--- src/rtl/reaction_pkg.sv ---
// Shared types and default sizes for the reaction-timer controller.
package reaction_pkg;

    localparam int N_LIGHTS_DEF = 10;
    localparam int MAX_MS_DEF   = 9999;
    localparam int MS_W_DEF     = 14;

    typedef logic [MS_W_DEF-1:0] ms_t;

    typedef enum logic [2:0] {
        IDLE,
        LIGHTS,
        HOLD,
        GO,
        DONE,
        FAULT
    } state_t;

endpackage

--- src/rtl/reaction_ctrl_ms_counter.sv ---
// Loadable up/down millisecond counter shared by the hold-off countdown and
// the reaction-time count-up; saturates at MAX_MS going up and at 0 going down.
module ms_counter
    import reaction_pkg::*;
#(
    parameter int MS_W   = MS_W_DEF,
    parameter int MAX_MS = MAX_MS_DEF
) (
    input  logic            clk,
    input  logic            rst_n,
    input  logic            load,
    input  logic [MS_W-1:0] load_val,
    input  logic            en,
    input  logic            up,
    output logic [MS_W-1:0] count,
    output logic            zero
);

    logic [MS_W-1:0] count_q;
    logic [MS_W-1:0] count_d;

    always_comb begin
        count_d = count_q;
        if (load) begin
            count_d = load_val;
        end else if (en) begin
            if (up) begin
                if (count_q < MS_W'(MAX_MS)) begin
                    count_d = count_q + 1'b1;
                end
            end else if (count_q != '0) begin
                count_d = count_q - 1'b1;
            end
        end
    end

    always_ff @(posedge clk or negedge rst_n) begin
        if (!rst_n) begin
            count_q <= '0;
        end else begin
            count_q <= count_d;
        end
    end

    assign count = count_q;
    assign zero  = (count_q == '0);

endmodule

--- src/rtl/reaction_ctrl.sv ---
// Round sequencer for the reaction timer: start lights, random hold-off,
// reaction measurement, false-start detection and best-time record.
module reaction_ctrl
    import reaction_pkg::*;
#(
    parameter int N_LIGHTS = N_LIGHTS_DEF,
    parameter int MAX_MS   = MAX_MS_DEF,
    parameter int MS_W     = MS_W_DEF
) (
    input  logic                CLOCK_50,
    input  logic                rst_n,
    input  logic                tick_1ms,
    input  logic                tick_500ms,
    input  logic                start,
    input  logic                react,
    input  logic [MS_W-1:0]     rand_ms,
    output logic                lfsr_en,
    output logic [N_LIGHTS-1:0] ledr,
    output logic [MS_W-1:0]     result_ms,
    output logic                result_valid,
    output logic [MS_W-1:0]     best_ms,
    output logic                false_start,
    output logic                busy
);

    localparam int LC_W = $clog2(N_LIGHTS + 1);

    state_t              state_q, state_d;
    logic [N_LIGHTS-1:0] ledr_q, ledr_d;
    logic [LC_W-1:0]     light_cnt_q, light_cnt_d;
    logic [MS_W-1:0]     result_q, result_d;
    logic [MS_W-1:0]     best_q, best_d;
    logic                result_valid_q, result_valid_d;
    logic                false_start_q, false_start_d;
    logic                lfsr_en_q, lfsr_en_d;
    logic                busy_q, busy_d;

    logic                cnt_load;
    logic [MS_W-1:0]     cnt_load_val;
    logic                cnt_en;
    logic                cnt_up;
    logic [MS_W-1:0]     cnt_value;
    logic                cnt_zero;

    ms_counter #(
        .MS_W   (MS_W),
        .MAX_MS (MAX_MS)
    ) u_ms_counter (
        .clk      (CLOCK_50),
        .rst_n    (rst_n),
        .load     (cnt_load),
        .load_val (cnt_load_val),
        .en       (cnt_en),
        .up       (cnt_up),
        .count    (cnt_value),
        .zero     (cnt_zero)
    );

    always_comb begin
        state_d        = state_q;
        ledr_d         = ledr_q;
        light_cnt_d    = light_cnt_q;
        result_d       = result_q;
        best_d         = best_q;
        result_valid_d = result_valid_q;
        false_start_d  = false_start_q;
        cnt_load       = 1'b0;
        cnt_load_val   = '0;
        cnt_en         = 1'b0;
        cnt_up         = 1'b0;

        case (state_q)
            IDLE, DONE, FAULT: begin
                // start outranks a simultaneous react in every resting state
                if (start) begin
                    state_d        = LIGHTS;
                    ledr_d         = '0;
                    light_cnt_d    = '0;
                    result_valid_d = 1'b0;
                    false_start_d  = 1'b0;
                    cnt_load       = 1'b1;
                end else if (state_q == FAULT && tick_500ms) begin
                    ledr_d = ~ledr_q;
                end
            end
            LIGHTS: begin
                if (react) begin
                    state_d        = FAULT;
                    false_start_d  = 1'b1;
                    result_valid_d = 1'b0;
                    ledr_d         = '1;
                end else if (tick_500ms) begin
                    ledr_d      = {ledr_q[N_LIGHTS-2:0], 1'b1};
                    light_cnt_d = light_cnt_q + 1'b1;
                    if (light_cnt_q == LC_W'(N_LIGHTS - 1)) begin
                        state_d      = HOLD;
                        cnt_load     = 1'b1;
                        cnt_load_val = rand_ms;
                    end
                end
            end
            HOLD: begin
                if (react) begin
                    state_d        = FAULT;
                    false_start_d  = 1'b1;
                    result_valid_d = 1'b0;
                    ledr_d         = '1;
                end else if (tick_1ms) begin
                    if (cnt_zero) begin
                        state_d  = GO;
                        ledr_d   = '0;
                        cnt_load = 1'b1;
                    end else begin
                        cnt_en = 1'b1;
                    end
                end
            end
            GO: begin
                // react is judged on the count before any same-cycle tick
                if (react) begin
                    state_d        = DONE;
                    result_d       = cnt_value;
                    result_valid_d = 1'b1;
                    if (cnt_value < best_q) begin
                        best_d = cnt_value;
                    end
                end else if (tick_1ms) begin
                    cnt_en = 1'b1;
                    cnt_up = 1'b1;
                    if (cnt_value >= MS_W'(MAX_MS - 1)) begin
                        state_d        = DONE;
                        result_d       = MS_W'(MAX_MS);
                        result_valid_d = 1'b1;
                    end
                end
            end
            default: begin
                state_d = IDLE;
                ledr_d  = '0;
            end
        endcase

        lfsr_en_d = (state_d == IDLE) || (state_d == DONE) || (state_d == FAULT);
        busy_d    = (state_d == LIGHTS) || (state_d == HOLD) || (state_d == GO);
    end

    always_ff @(posedge CLOCK_50 or negedge rst_n) begin
        if (!rst_n) begin
            state_q        <= IDLE;
            ledr_q         <= '0;
            light_cnt_q    <= '0;
            result_q       <= '0;
            best_q         <= MS_W'(MAX_MS);
            result_valid_q <= 1'b0;
            false_start_q  <= 1'b0;
            lfsr_en_q      <= 1'b1;
            busy_q         <= 1'b0;
        end else begin
            state_q        <= state_d;
            ledr_q         <= ledr_d;
            light_cnt_q    <= light_cnt_d;
            result_q       <= result_d;
            best_q         <= best_d;
            result_valid_q <= result_valid_d;
            false_start_q  <= false_start_d;
            lfsr_en_q      <= lfsr_en_d;
            busy_q         <= busy_d;
        end
    end

    assign lfsr_en      = lfsr_en_q;
    assign ledr         = ledr_q;
    assign result_ms    = result_q;
    assign result_valid = result_valid_q;
    assign best_ms      = best_q;
    assign false_start  = false_start_q;
    assign busy         = busy_q;

endmodule

--- config.mk ---
export PLATFORM = sky130hd
export DESIGN_NAME = reaction_ctrl
export DESIGN_NICKNAME = d
export VERILOG_FILES = /design/src/rtl/reaction_pkg.sv /design/src/rtl/reaction_ctrl_ms_counter.sv /design/src/rtl/reaction_ctrl.sv
export SDC_FILE = /design/constraint.sdc
export NUM_CORES = 1
export LEC_CHECK = 0
export BUFFER_PORTS_ARGS = -buffer_cell sky130_fd_sc_hd__buf_2
export CAP_MARGIN = 30
export CELL_PAD_IN_SITES_DETAIL_PLACEMENT = 0
export CELL_PAD_IN_SITES_GLOBAL_PLACEMENT = 1
export CORE_ASPECT_RATIO = 0.9
export CORE_MARGIN = 10
export CORE_UTILIZATION = 30
export DETAILED_ROUTE_END_ITERATION = 8
export PLACE_DENSITY = 0.58
export SYNTH_ARGS = -nofsm -noshare
export SYNTH_HDL_FRONTEND = slang
export SYNTH_HIERARCHICAL = 1
export SYNTH_SLANG_ARGS = --single-unit
--- constraint.sdc ---
create_clock -name CLOCK_50 -period 5.1 [get_ports CLOCK_50]
set_input_delay 0.255 -clock CLOCK_50 [delete_from_list [all_inputs] [get_ports CLOCK_50]]
set_output_delay 0.255 -clock CLOCK_50 [all_outputs]
set_load 0.05 [all_outputs]
==> metrics list <==
- Peak supply drop: about 0.18 mV
- Of the cells placed in the final design, the portion with a size suffix greater than 1 is 22.79%.
- Post-CTS setup buffer count: 0
* Normalized max-slew margin: a little over a third
- For the final routed database, the setup TNS stands at 0 ns.
* Post-synthesis to final-layout area growth: 18.68%
- The biggest area contributor in the post-synthesis netlist is sky130_fd_sc_hd__dfrtp_1.
- Detailed Routing Iterations Pass 1: 4
- Summed over its instances, the top area cell type makes up between 30% and 40% of the synthesized netlist area.
* Clock root buffer: sky130_fd_sc_hd__clkbuf_16
* Final cycle utilization of the critical path: about 74%
- Summing over every cut layer, the via total after detailed routing is ~3,400.
- In this run the deepest clock path goes through 2 buffers.
- Setup violations remaining at the end of the flow were counted as 0.
* I/O pin total: 62
- ANT nets after route: 0
- Count of yosys warnings during synthesis: 6
- Final Critical Period: approximately 3.8 ns
- Reg-to-reg startpoint: state_q[1]
- 0 antenna diodes ended up in the layout.
* Clk pin slew, worst setup/hold paths: ~0.050 ns
- Width of the chip: 143.0 microns
- Syn nets: about 470
- The min-delay analysis places its worst path in the category in2async.
- Slew @ Worst Pin: slightly below 1 ns
* Seq cells post-synth: 63
- Maximum number of pins on one net before global-route repair: between 60 and 70
* Site row count: 40
- In this run the tool buffered the top-level ports with between 60 and 70 buffer cells.
- Critical path startpoint: state_q[1]
- Number of global-route vias before repair: 3,451
- Source-to-sink clock delay at the later pin of the worst-skew pair: about 0.34 ns
* Count of hold-fix buffers inserted at cts: 0
- The number of gates resized after CTS was 0.
* Slack of the worst reg-to-reg path: 1.35 ns
* Number of enable flip-flop cells after synthesis: 0
- Final GP Congestion: 0.8266
* Detailed-route wire length per cell: about 17 microns
- Finished Core Util: 36.28%
* Global-route wire length before repair: ~18 mm
- After synthesis, flip-flops and latches occupy 38.87% of the total area.
* Drt via density: just over 5
- After filler insertion, the fill cell instance count of the layout stands at between 1,000 and 1,500.
- The die covers 0.01869 sq mm.
* RSZ-0062 raised after global routing: no
- Worst reg2reg path depth: 13
- CTS tree: done
* Number of failing hold endpoints at the final stage: 0
* Critical path capture point type: flop
* Leading cell types by total area after synthesis: sky130_fd_sc_hd__dfrtp_1 (33%), sky130_fd_sc_hd__ha_1 (8.3%), sky130_fd_sc_hd__dfstp_2 (5.8%), sky130_fd_sc_hd__mux2_4 (3.7%), sky130_fd_sc_hd__a22o_1 (3.6%)
* Chip height: roughly 130 microns
- The slowest stage of the critical path is the sky130_fd_sc_hd__dfrtp_1 cell.
- For this design the ratio of total power to cell area is ~360 mW/mm^2.
- Effective utilization at floorplan: 30.57%
- The critical path in this run is classified as reg2reg.
- Max-slew violations: 0
- Result of the run: completed
- For this block, the initial DRC count from the detailed router was between 150 and 200.
- For this run, the total global-route usage over all layers was measured as between 10% and 20%.
- Aggregate global routing overflow: 0
- Detailed Place HPWL: around 8 mm
- Maxcap violations: 0
- Num CTS Buffers: 9
- The final layout contains 530 nets.
* Leakage Power: about 2.3 nW
- STA classifies the critical path startpoint as a flop.
* Capture instance of the worst register-to-register path: u_ms_counter/count[10]
- Of all nets on the critical path, the largest fanout is 14.
- Sinks on the clock net: 63
* Data arrival time of the critical path: 3.96 ns
- The H-tree generated during clock tree synthesis spans 3 levels.
* Cell breakdown of the critical path: nor2b_1 -> nand3_1 -> nor2_1 -> buf_4 -> inv_1 -> ha_1 -> and2b_1 -> o21a_1 -> o21ai_0 -> o21ai_0 -> a31oi_1 -> nor4_1 -> or3_1
* CORE AREA: roughly 0.013 sq mm
* Syn avg cell area: approximately 9.7 sq um
- Among all flip-flop cells after synthesis, the most frequent one is sky130_fd_sc_hd__dfrtp_1.
- Counting stages on the worst path, the most repeated cell is sky130_fd_sc_hd__o21ai_0.
- Number of library cell types mapped by synthesis: just under 60
- Post-route DRC: 0
- After technology mapping, the gate count stands at 423.
- The most critical setup path has its endpoint at u_ms_counter/count[10].
- Detailed Route WL: approximately 11 mm
- Asr flop ratio synth: 100.0%
- Post-synthesis cell area: between 0.004 and 0.005 sq mm
- For this run, the top clock speed supported by timing is about 270 MHz.
- Required time at the endpoint of the critical path: approximately 5.3 ns
- Critical path's largest stage delay: roughly 0.60 ns
- Worst setup skew after layout: 0.005877 ns
- The number of antenna violations at the first check in global routing came to 0.
[worst max-delay path, delay by kind of cell (launching register included)]
kind | cells | cell delay, ns
adders and majority gates | 1 | 0.41
buffers and inverters | 2 | 0.40
and+or+nand+nor | 6 | 1.19
DFF | 1 | 0.60
AOI/OAI and AO/OA | 4 | 1.03
[final cells by class]
cell class | count | area, sq um | share of cell area (%)
multi-input cells | 316 | 2311 | 47.66
clock buffers | 13 | 260.3 | 5.368
repair buffers | 65 | 335.3 | 6.916
inverters | 27 | 101.3 | 2.090
flip-flops and latches | 63 | 1588 | 32.75
well taps | 168 | 210.2 | 4.335
clock inverters | 3 | 42.54 | 0.8774
[synth_stat cells (2+ instances only)]
library cell and count:
sky130_fd_sc_hd__a211oi_1 2, sky130_fd_sc_hd__a21o_1 8, sky130_fd_sc_hd__a21oi_1 25, sky130_fd_sc_hd__a22o_1 17
sky130_fd_sc_hd__a31oi_1 7, sky130_fd_sc_hd__and2_1 19, sky130_fd_sc_hd__and3_1 5, sky130_fd_sc_hd__and4_1 3
sky130_fd_sc_hd__buf_2 2, sky130_fd_sc_hd__buf_6 2, sky130_fd_sc_hd__clkbuf_1 12, sky130_fd_sc_hd__dfrtp_1 54
sky130_fd_sc_hd__dfstp_2 9, sky130_fd_sc_hd__ha_1 27, sky130_fd_sc_hd__inv_1 27, sky130_fd_sc_hd__mux2_2 4
sky130_fd_sc_hd__mux2_4 10, sky130_fd_sc_hd__mux2i_1 4, sky130_fd_sc_hd__nand2_1 34, sky130_fd_sc_hd__nand2b_1 6
sky130_fd_sc_hd__nand3_1 14, sky130_fd_sc_hd__nand4_1 3, sky130_fd_sc_hd__nor2_1 23, sky130_fd_sc_hd__nor2b_1 8
sky130_fd_sc_hd__nor3_1 5, sky130_fd_sc_hd__nor4_1 4, sky130_fd_sc_hd__o211ai_1 11, sky130_fd_sc_hd__o21a_1 3
sky130_fd_sc_hd__o21ai_0 24, sky130_fd_sc_hd__o22a_1 10, sky130_fd_sc_hd__o31ai_1 2, sky130_fd_sc_hd__or3_1 4
sky130_fd_sc_hd__or4_1 2, sky130_fd_sc_hd__xnor2_1 5, sky130_fd_sc_hd__xor2_1 4
[layout by cell type, fill, tap and decap left out, types with 2 or more instances in the layout]
master | synthesis | layout
sky130_fd_sc_hd__or4_1 | 2 | 2
sky130_fd_sc_hd__o21a_1 | 3 | 3
sky130_fd_sc_hd__ha_1 | 27 | 27
sky130_fd_sc_hd__a31oi_1 | 7 | 7
sky130_fd_sc_hd__and4_1 | 3 | 3
sky130_fd_sc_hd__inv_1 | 27 | 27
sky130_fd_sc_hd__clkbuf_16 | 0 | 9
sky130_fd_sc_hd__or3_1 | 4 | 4
sky130_fd_sc_hd__nor3_1 | 5 | 5
sky130_fd_sc_hd__o22a_1 | 10 | 10
sky130_fd_sc_hd__xnor2_1 | 5 | 5
sky130_fd_sc_hd__o31ai_1 | 2 | 2
sky130_fd_sc_hd__mux2i_1 | 4 | 4
sky130_fd_sc_hd__nand2b_1 | 6 | 6
sky130_fd_sc_hd__nor2b_1 | 8 | 8
sky130_fd_sc_hd__o211ai_1 | 11 | 11
sky130_fd_sc_hd__a22o_1 | 17 | 17
sky130_fd_sc_hd__nor2_1 | 23 | 23
sky130_fd_sc_hd__nand4_1 | 3 | 3
sky130_fd_sc_hd__o21ai_0 | 24 | 24
sky130_fd_sc_hd__mux2_2 | 4 | 4
sky130_fd_sc_hd__buf_4 | 1 | 4
sky130_fd_sc_hd__and3_1 | 5 | 5
sky130_fd_sc_hd__xor2_1 | 4 | 4
sky130_fd_sc_hd__a211oi_1 | 2 | 2
sky130_fd_sc_hd__dfrtp_1 | 54 | 54
sky130_fd_sc_hd__mux2_4 | 10 | 10
sky130_fd_sc_hd__nand3_1 | 14 | 14
sky130_fd_sc_hd__a21oi_1 | 25 | 25
sky130_fd_sc_hd__and2_1 | 19 | 19
sky130_fd_sc_hd__buf_2 | 2 | 61
sky130_fd_sc_hd__nor4_1 | 4 | 4
sky130_fd_sc_hd__dfstp_2 | 9 | 9
sky130_fd_sc_hd__a21o_1 | 8 | 8
sky130_fd_sc_hd__clkbuf_8 | 0 | 2
sky130_fd_sc_hd__nand2_1 | 34 | 34
sky130_fd_sc_hd__clkbuf_1 | 12 | 2
[cells by family after synthesis]
logic type / after synthesis / share of synthesized area (%)
AOI/OAI and AO/OA: 123 / 21.78
xor gates and xnor gates: 9 / 1.929
muxes: 18 / 5.758
and+or+nand+nor: 138 / 18.35
buffers and inverters: 44 / 4.564
DFF: 63 / 38.87
adders and majority gates: 28 / 8.759
[state kept, by name (all words and copies together) (netlist names)]
register            cells
best_ms                14
busy                    1
false_start             1
ledr                   10
lfsr_en                 1
light_cnt_q             4
result_ms              14
result_valid            1
state_q                 3
u_ms_counter/count     14
[where the power goes]
group	switching, mW	total, mW	internal [mW]
sequential	0.0809	0.638	0.557
combinational	0.300	0.462	0.162
clock	0.225	0.629	0.404
[through the flow]
| step | worst slack (ns) | hold slack (ns) | instances | power, mW | instance area [sq um] |
|---|---|---|---|---|---|
| finish | 1.346 | 0.09306 | 655 | 1.729 | 4848 |
| global route | 0.9865 | 0.1864 | 655 | 1.828 | 4848 |
| CTS | 1.333 | 0.1362 | 655 | 1.764 | 4848 |
| detailed placement | 1.346 | 0.4913 | 639 | 1.112 | 4546 |
| global placement | 1.496 | 0.4912 | 639 | 1.110 | 4546 |
| floorplan | 1.408 | -0.04059 | 423 | 0.9832 | 4085 |
[worst min path at each step]
stage | from | end | slack [ns] | cells past startpoint
5_1_grt | rst_n | best_ms[5] | 0.19 | 2
4_1_cts | rst_n | best_ms[4] | 0.14 | 2
6_report | rst_n | best_ms[6] | 0.09 | 2
3_5_place_dp | result_ms[12] | result_ms[12] | 0.49 | 1
3_3_place_gp | result_ms[9] | result_ms[9] | 0.49 | 1
2_1_floorplan | rst_n | best_ms[11] | -0.04 | 0
[metal layers]
metal / part of all wire, % / GRT usage, % / up-vias
met4: 1.7 / 5.212 / 0
met3: 4.8 / 3.463 / 11
met2: 45 / 18.96 / 61
li1: - / - / 1674
met1: 49 / 16.68 / 1652
met5: 0 / 0 / -
Note: power is estimated with default switching activity, not from simulation.
